===== src/rtl/arith_logic_unit.sv =====
// arith_logic_unit
//   Execution unit fed by the reservation station. Issued instructions are
//   queued in a small in-order FIFO. The FIFO head is evaluated
//   combinationally, and the result is registered onto the common data bus
//   (CDB) at the next edge.
//
// Ports
//   clk_in       system clock
//   rst_in       synchronous active-high reset
//   rdy_in       ready; when low, the queue is not popped and the CDB holds
//   _clear       synchronous pipeline flush (misprediction)
//   _alu_ready   issue valid from the reservation station
//   _alu_rob_id  ROB tag of the issued instruction
//   _alu_type    instruction class (0 arith, 1 branch, other: v1 + v2)
//   _alu_op      operation within the class
//   _alu_v1      operand 1
//   _alu_v2      operand 2 (register or immediate, selected upstream)
//   _alu_full    high when an issue is not accepted this cycle
//   _cdb_ready   CDB result valid (one cycle per result)
//   _cdb_rob_id  ROB tag of the broadcast result
//   _cdb_value   broadcast result value
module arith_logic_unit #(
  parameter int DEPTH = 4
) (
  input  logic        clk_in,
  input  logic        rst_in,
  input  logic        rdy_in,
  input  logic        _clear,
  input  logic        _alu_ready,
  input  logic [4:0]  _alu_rob_id,
  input  logic [4:0]  _alu_type,
  input  logic [3:0]  _alu_op,
  input  logic [31:0] _alu_v1,
  input  logic [31:0] _alu_v2,
  output logic        _alu_full,
  output logic        _cdb_ready,
  output logic [4:0]  _cdb_rob_id,
  output logic [31:0] _cdb_value
);

  localparam int AW = $clog2(DEPTH);
  localparam logic [AW:0] FULL_COUNT = (AW + 1)'(DEPTH);

  typedef struct packed {
    logic [4:0]  rob_id;
    logic [4:0]  kind;
    logic [3:0]  op;
    logic [31:0] v1;
    logic [31:0] v2;
  } entry_t;

  entry_t        queue [DEPTH];
  logic [AW-1:0] head;
  logic [AW-1:0] tail;
  logic [AW:0]   count;

  logic   push;
  logic   pop;
  entry_t head_entry;
  logic [31:0] result;

  // Full ignores a same-cycle pop, so the issuer sees a purely registered
  // view of occupancy.
  assign _alu_full = (count == FULL_COUNT);

  // The issue side keeps accepting entries while the unit is stalled. This
  // lets the queue absorb a backlog and is the only way it can fill, because
  // an active unit drains one entry every cycle.
  assign push = _alu_ready && !_alu_full;
  assign pop  = rdy_in && (count != '0);

  assign head_entry = queue[head];

  // Queue storage.
  // NOTE: the storage array has no reset. Validity is tracked entirely by
  // head/tail/count, so clearing the data would only add reset fan-out.
  always_ff @(posedge clk_in) begin
    if (!rst_in && !_clear && push) begin
      queue[tail] <= '{rob_id: _alu_rob_id, kind: _alu_type, op: _alu_op,
                       v1: _alu_v1, v2: _alu_v2};
    end
  end

  // Pointer and occupancy bookkeeping.
  // NOTE: state registers use non-blocking assignments only, so every
  // always_ff sees the pre-edge values of the other registers.
  always_ff @(posedge clk_in) begin
    if (rst_in || _clear) begin
      head  <= '0;
      tail  <= '0;
      count <= '0;
    end else begin
      if (push) tail <= tail + 1'b1;
      if (pop)  head <= head + 1'b1;
      // Simultaneous push and pop leave the count unchanged.
      case ({push, pop})
        2'b10:   count <= count + 1'b1;
        2'b01:   count <= count - 1'b1;
        default: count <= count;
      endcase
    end
  end

  // Evaluate the head entry.
  // NOTE: every branch of this block is covered by the default assigned
  // first, so no latch can be inferred.
  always_comb begin
    logic [4:0] shamt;
    result = '0;
    shamt  = head_entry.v2[4:0];
    unique case (head_entry.kind)
      5'd0: begin
        case (head_entry.op)
          4'd0:    result = head_entry.v1 + head_entry.v2;
          4'd1:    result = head_entry.v1 - head_entry.v2;
          4'd2:    result = head_entry.v1 << shamt;
          4'd3:    result = {31'd0, $signed(head_entry.v1) < $signed(head_entry.v2)};
          4'd4:    result = {31'd0, head_entry.v1 < head_entry.v2};
          4'd5:    result = head_entry.v1 ^ head_entry.v2;
          4'd6:    result = head_entry.v1 >> shamt;
          4'd7:    result = $unsigned($signed(head_entry.v1) >>> shamt);
          4'd8:    result = head_entry.v1 | head_entry.v2;
          4'd9:    result = head_entry.v1 & head_entry.v2;
          default: result = '0;
        endcase
      end
      5'd1: begin
        case (head_entry.op)
          4'd0:    result = {31'd0, head_entry.v1 == head_entry.v2};
          4'd1:    result = {31'd0, head_entry.v1 != head_entry.v2};
          4'd2:    result = {31'd0, $signed(head_entry.v1) <  $signed(head_entry.v2)};
          4'd3:    result = {31'd0, $signed(head_entry.v1) >= $signed(head_entry.v2)};
          4'd4:    result = {31'd0, head_entry.v1 <  head_entry.v2};
          4'd5:    result = {31'd0, head_entry.v1 >= head_entry.v2};
          default: result = '0;
        endcase
      end
      // Address generation, LUI and AUIPC all reduce to a plain add.
      default: result = head_entry.v1 + head_entry.v2;
    endcase
  end

  // CDB output stage. A flush kills the head being evaluated. A stall freezes
  // the broadcast exactly as it stands.
  always_ff @(posedge clk_in) begin
    if (rst_in) begin
      _cdb_ready  <= 1'b0;
      _cdb_rob_id <= '0;
      _cdb_value  <= '0;
    end else if (_clear) begin
      _cdb_ready  <= 1'b0;
    end else if (rdy_in) begin
      _cdb_ready <= pop;
      if (pop) begin
        _cdb_rob_id <= head_entry.rob_id;
        _cdb_value  <= result;
      end
    end
  end

endmodule

===== config.mk =====
export PLATFORM = sky130hd
export DESIGN_NAME = arith_logic_unit
export DESIGN_NICKNAME = d
export VERILOG_FILES = /design/src/rtl/arith_logic_unit.sv
export SDC_FILE = /design/constraint.sdc
export NUM_CORES = 1
export LEC_CHECK = 0
export ABC_AREA = 1
export CORE_MARGIN = 2
export CORE_UTILIZATION = 40
export DETAILED_ROUTE_END_ITERATION = 12
export DONT_BUFFER_PORTS = 1
export REMOVE_ABC_BUFFERS = 1
export SYNTH_ARGS = -nofsm -noshare
export SYNTH_HDL_FRONTEND = slang
export SYNTH_SLANG_ARGS = --single-unit

===== constraint.sdc =====
create_clock -name clk_in -period 7.49 [get_ports clk_in]
set_clock_uncertainty 0.15 [all_clocks]
set_input_delay 1.498 -clock clk_in [delete_from_list [all_inputs] [get_ports clk_in]]
set_output_delay 1.498 -clock clk_in [all_outputs]
set_load 0.01 [all_outputs]

==> summary.txt <==
Run status
  – Status: finished clean

Critical path
  – CP required: roughly 7.8 ns
  – Most frequent CP cell: nand2_1
  – Startpoint type of the worst setup path: flop
  – Reg2reg path depth: 20
  – Critical path, cell by cell: inv_4 -> buf_12 -> nand2_1 -> nand2_2 -> ha_1 -> inv_1 -> fa_1 -> inv_1 -> o21ai_0 -> nand2_1 -> nand2_1 -> inv_1 -> o21ai_0 -> nand2_1 -> nand2_1 -> o21ai_1 -> nor2_1 -> nand3_1 -> a21oi_1 -> nor2_1
  – FF-to-FF End: _cdb_value[10]
  – Slowest-stage cell, CP: dfxtp_2
  – Crit path max fanout: a little over 60
  – Max incr delay on CP: around 0.66 ns
  – Critical path capture point type: flop
  – Worst Path Arrival: between 5 and 6 ns
  – R2R setup slack: approximately 2.3 ns
  – Worst Path Class, Setup: reg2reg

Timing
  – Final Hold Fails: 0
  – Slew margin rel.: 0.200
  – Tmin final: around 5.2 ns
  – Count of pins over their slew limit: 0
  – RSZ-0062 raised after global routing: no
  – Fmax: between 0.15 and 0.2 GHz
  – Final cycle utilization of the critical path: 0.697
  – Final worst-path setup slack: between 2 and 2.5 ns
  – Final setup viols: 0
  – Slew @ Worst Pin: between 1 and 1.5 ns

Cells and area
  – Fin nets: roughly 3300
  – Layout cells sized above 1: 0.0455
  – Reg area: between 10000 and 15000 um2
  – Ant diodes: 0
  – Filler cells: ~6000
  – Multi-input logic area: approximately 11000 um2
  – Final core utilization: 0.436
  – Area grow syn2layout: 8.02%

Run
  – Max-cap violations: 0

CTS
  – Clock slew at reported path FFs: around 0.060 ns
  – Clk root buf: clkbuf_16
  – TritonCTS clock tree: done
  – CTS Buf Count: 42
  – Post-cts hold buffer count: 0
  – H-Tree Depth: 2
  – Clock Sinks: about 360
  – Worst skew pair latency: approximately 0.61 ns
  – Post-CTS setup buffers: 0
  – Post-cts sizing count: 0
  – Longest Clk Path Bufs: 3

Power and ir drop
  – Logic pwr share: 0.173
  – Reg power frac: 0.431
  – Switching power: 1.57 mW
  – Int Power: between 3 and 4 mW
  – Leakage power: approximately 11 nW
  – P per Cell Area: between 200 and 250 nW/um2
  – Switching share of power: 0.303
  – Worst VDD drop: around 0.15 mV
  – Clock power share: 0.395

Floorplan
  – Chip width: 248 um
  – Die ar.: about 61000 um2
  – FP Rows: between 80 and 90
  – Initial Util: 0.404
  – Core area: between 50000 and 60000 um2
  – Ports: 122
  – Die H: about 250 um

Route
  – WL/cell: 22.6 um
  – WL final: ~88000 um
  – DRT Pass-1 Iters: 8
  – Detailed-route via count: about 22000
  – Detail Route Antenna Nets: 0
  – Drc violations: 0
  – Initial DRC Count: roughly 2600
  – Via-per-instance ratio: 5.67

Logic synthesis
  – Synthesized flop and latch total: between 300 and 400
  – Distinct cells, synth: 46
  – Post-synth ARST share: 0
  – Top FF cell, synth: edfxtp_1
  – Yosys warns: 0
  – Commonest cells post-synth: 985 x nand2_1, 422 x nand3_1, 340 x inv_1
  – Synth area leader: edfxtp_1
  – EDFF count, synth: 312
  – Top cell type's share of synthesized area: 0.394
  – Part of the Yosys area used for sequential elements: 0.434
  – Top post-synthesis cells by area: edfxtp_1 39%, nand2_1 16%, nand3_1 8.9%
  – Post-Syn Instances: 3168
  – Most common cell in the synthesized netlist: nand2_1
  – Post-Synthesis Cell Area: approximately 24000 um2
  – Mapped Avg Cell Area: 7.51 um2

GRT
  – Largest net degree at the start of global routing: between 100 and 150
  – Total track usage: 0.283
  – Initial antenna violation count: 1
  – Grt ovf: 0
  – Vias in the first global route: around 20000
  – Global-route wire length before repair: roughly 130000 um

Min path
  – Worst hold-check path type: reg2reg
  – Min-Delay Path Depth: 1
  – Min-delay src: count[2]
  – Hold path endpoint: count[2]

Placed design
  – Gpl congestion: 1.07
  – Dpl hpwl: ~65000 um
  – Post-placement setup slack: 2.44 ns
  – PortBufs: 0
==> power groups by stage <==
| stage | Clock (mW) | Sequential (mW) | Combinational (mW) |
|---|---|---|---|
| final | 2.04 | 2.23 | 0.896 |
| after global routing | 2.15 | 2.23 | 0.967 |
| after CTS | 2.07 | 2.23 | 0.868 |
| after detailed placement | 0 | 2.27 | 0.864 |
| after global placement | 0 | 2.27 | 0.871 |
| after floorplan | 0 | 2.27 | 0.573 |
==> cell usage in the layout, fill, tap and decap left out, types with 5 or more instances in the layout <==
cell / instances
nand2_1: 983
nand3_1: 422
inv_1: 340
edfxtp_1: 312
nor2_1: 211
a21oi_1: 182
o21ai_0: 149
ha_1: 102
dfxtp_1: 45
clkbuf_16: 42
nor3_1: 34
a32oi_1: 27
nand4_1: 26
o21ai_1: 25
o22ai_1: 23
o211ai_1: 21
buf_4: 21
nand2_2: 16
xor2_1: 16
inv_2: 13
nor2_4: 12
o21bai_1: 9
nand3b_1: 8
clkbuf_1: 8
o21a_1: 5
buf_12: 5
==> registers in the layout, summed over array words and instances (netlist names), named ones only <==
signal       flops
head             2
queue          312
count            3
_cdb_ready       1
_cdb_rob_id      5
tail             2
_cdb_value      32
==> layout make-up <==
type                    count  share of cell area
repair buffers             26              0.0100
well taps                 773              0.0377
inverters                 355              0.0521
multi-input cells        2309               0.445
flip-flops and latches    359               0.402
clock inverters            21             0.00989
clock buffers              54              0.0442
==> stage by stage <==
step                      cell area [um2]  hold slack, ns  TNS, ns  power (mW)  cells
after floorplan                     23000           0.272   -42.06        2.84   3023
after global placement              24300           0.286        0        3.14   3822
after detailed placement            24300           0.299        0        3.14   3822
after CTS                           25700           0.308        0        5.17   3897
after global routing                25700           0.313        0        5.35   3897
final                               25700           0.302        0        5.17   3897
==> worst max path at each step <==
stage,to,slack [ns],depth (start not counted)
floorplan,_cdb_value[0],-1.55,24
global placement,_cdb_value[10],2.48,20
detailed placement,_cdb_value[10],2.44,20
CTS,_cdb_value[10],2.42,20
global route,_cdb_value[10],2.13,20
finish,_cdb_value[10],2.27,20
==> worst max-delay path, delay by kind of cell, from the launching register on <==
kind                     cells  cell delay [ns]
buffers and inverters        5             1.00
flip-flops                   1             0.66
AND/OR/NAND/NOR              9             1.38
adder cells (fa/ha/maj)      2             0.66
AO/OA/AOI/OAI                4             1.18
==> layer usage <==
layer  GRT usage  wire length (um)  vias up
li1            -                 -    10410
met1       0.376             36300    10414
met2       0.456             40400     1071
met3      0.0521              7890      206
met4       0.109              3540        2
met5           0                 9        -
==> logic make-up (layout without fill, tap and decap cells) <==
kind of cell | after synthesis | count (layout) | synth area share
AND/OR/NAND/NOR | 1729 | 1729 | 0.307
buffers and inverters | 500 | 456 | 0.0884
AO/OA/AOI/OAI | 458 | 458 | 0.108
flip-flops | 359 | 359 | 0.434
adder cells (fa/ha/maj) | 105 | 105 | 0.0562
XOR/XNOR | 16 | 16 | 0.00589
multiplexers | 1 | 1 | 0.000421
No activity file was read; power rests on OpenSTA's default activity.
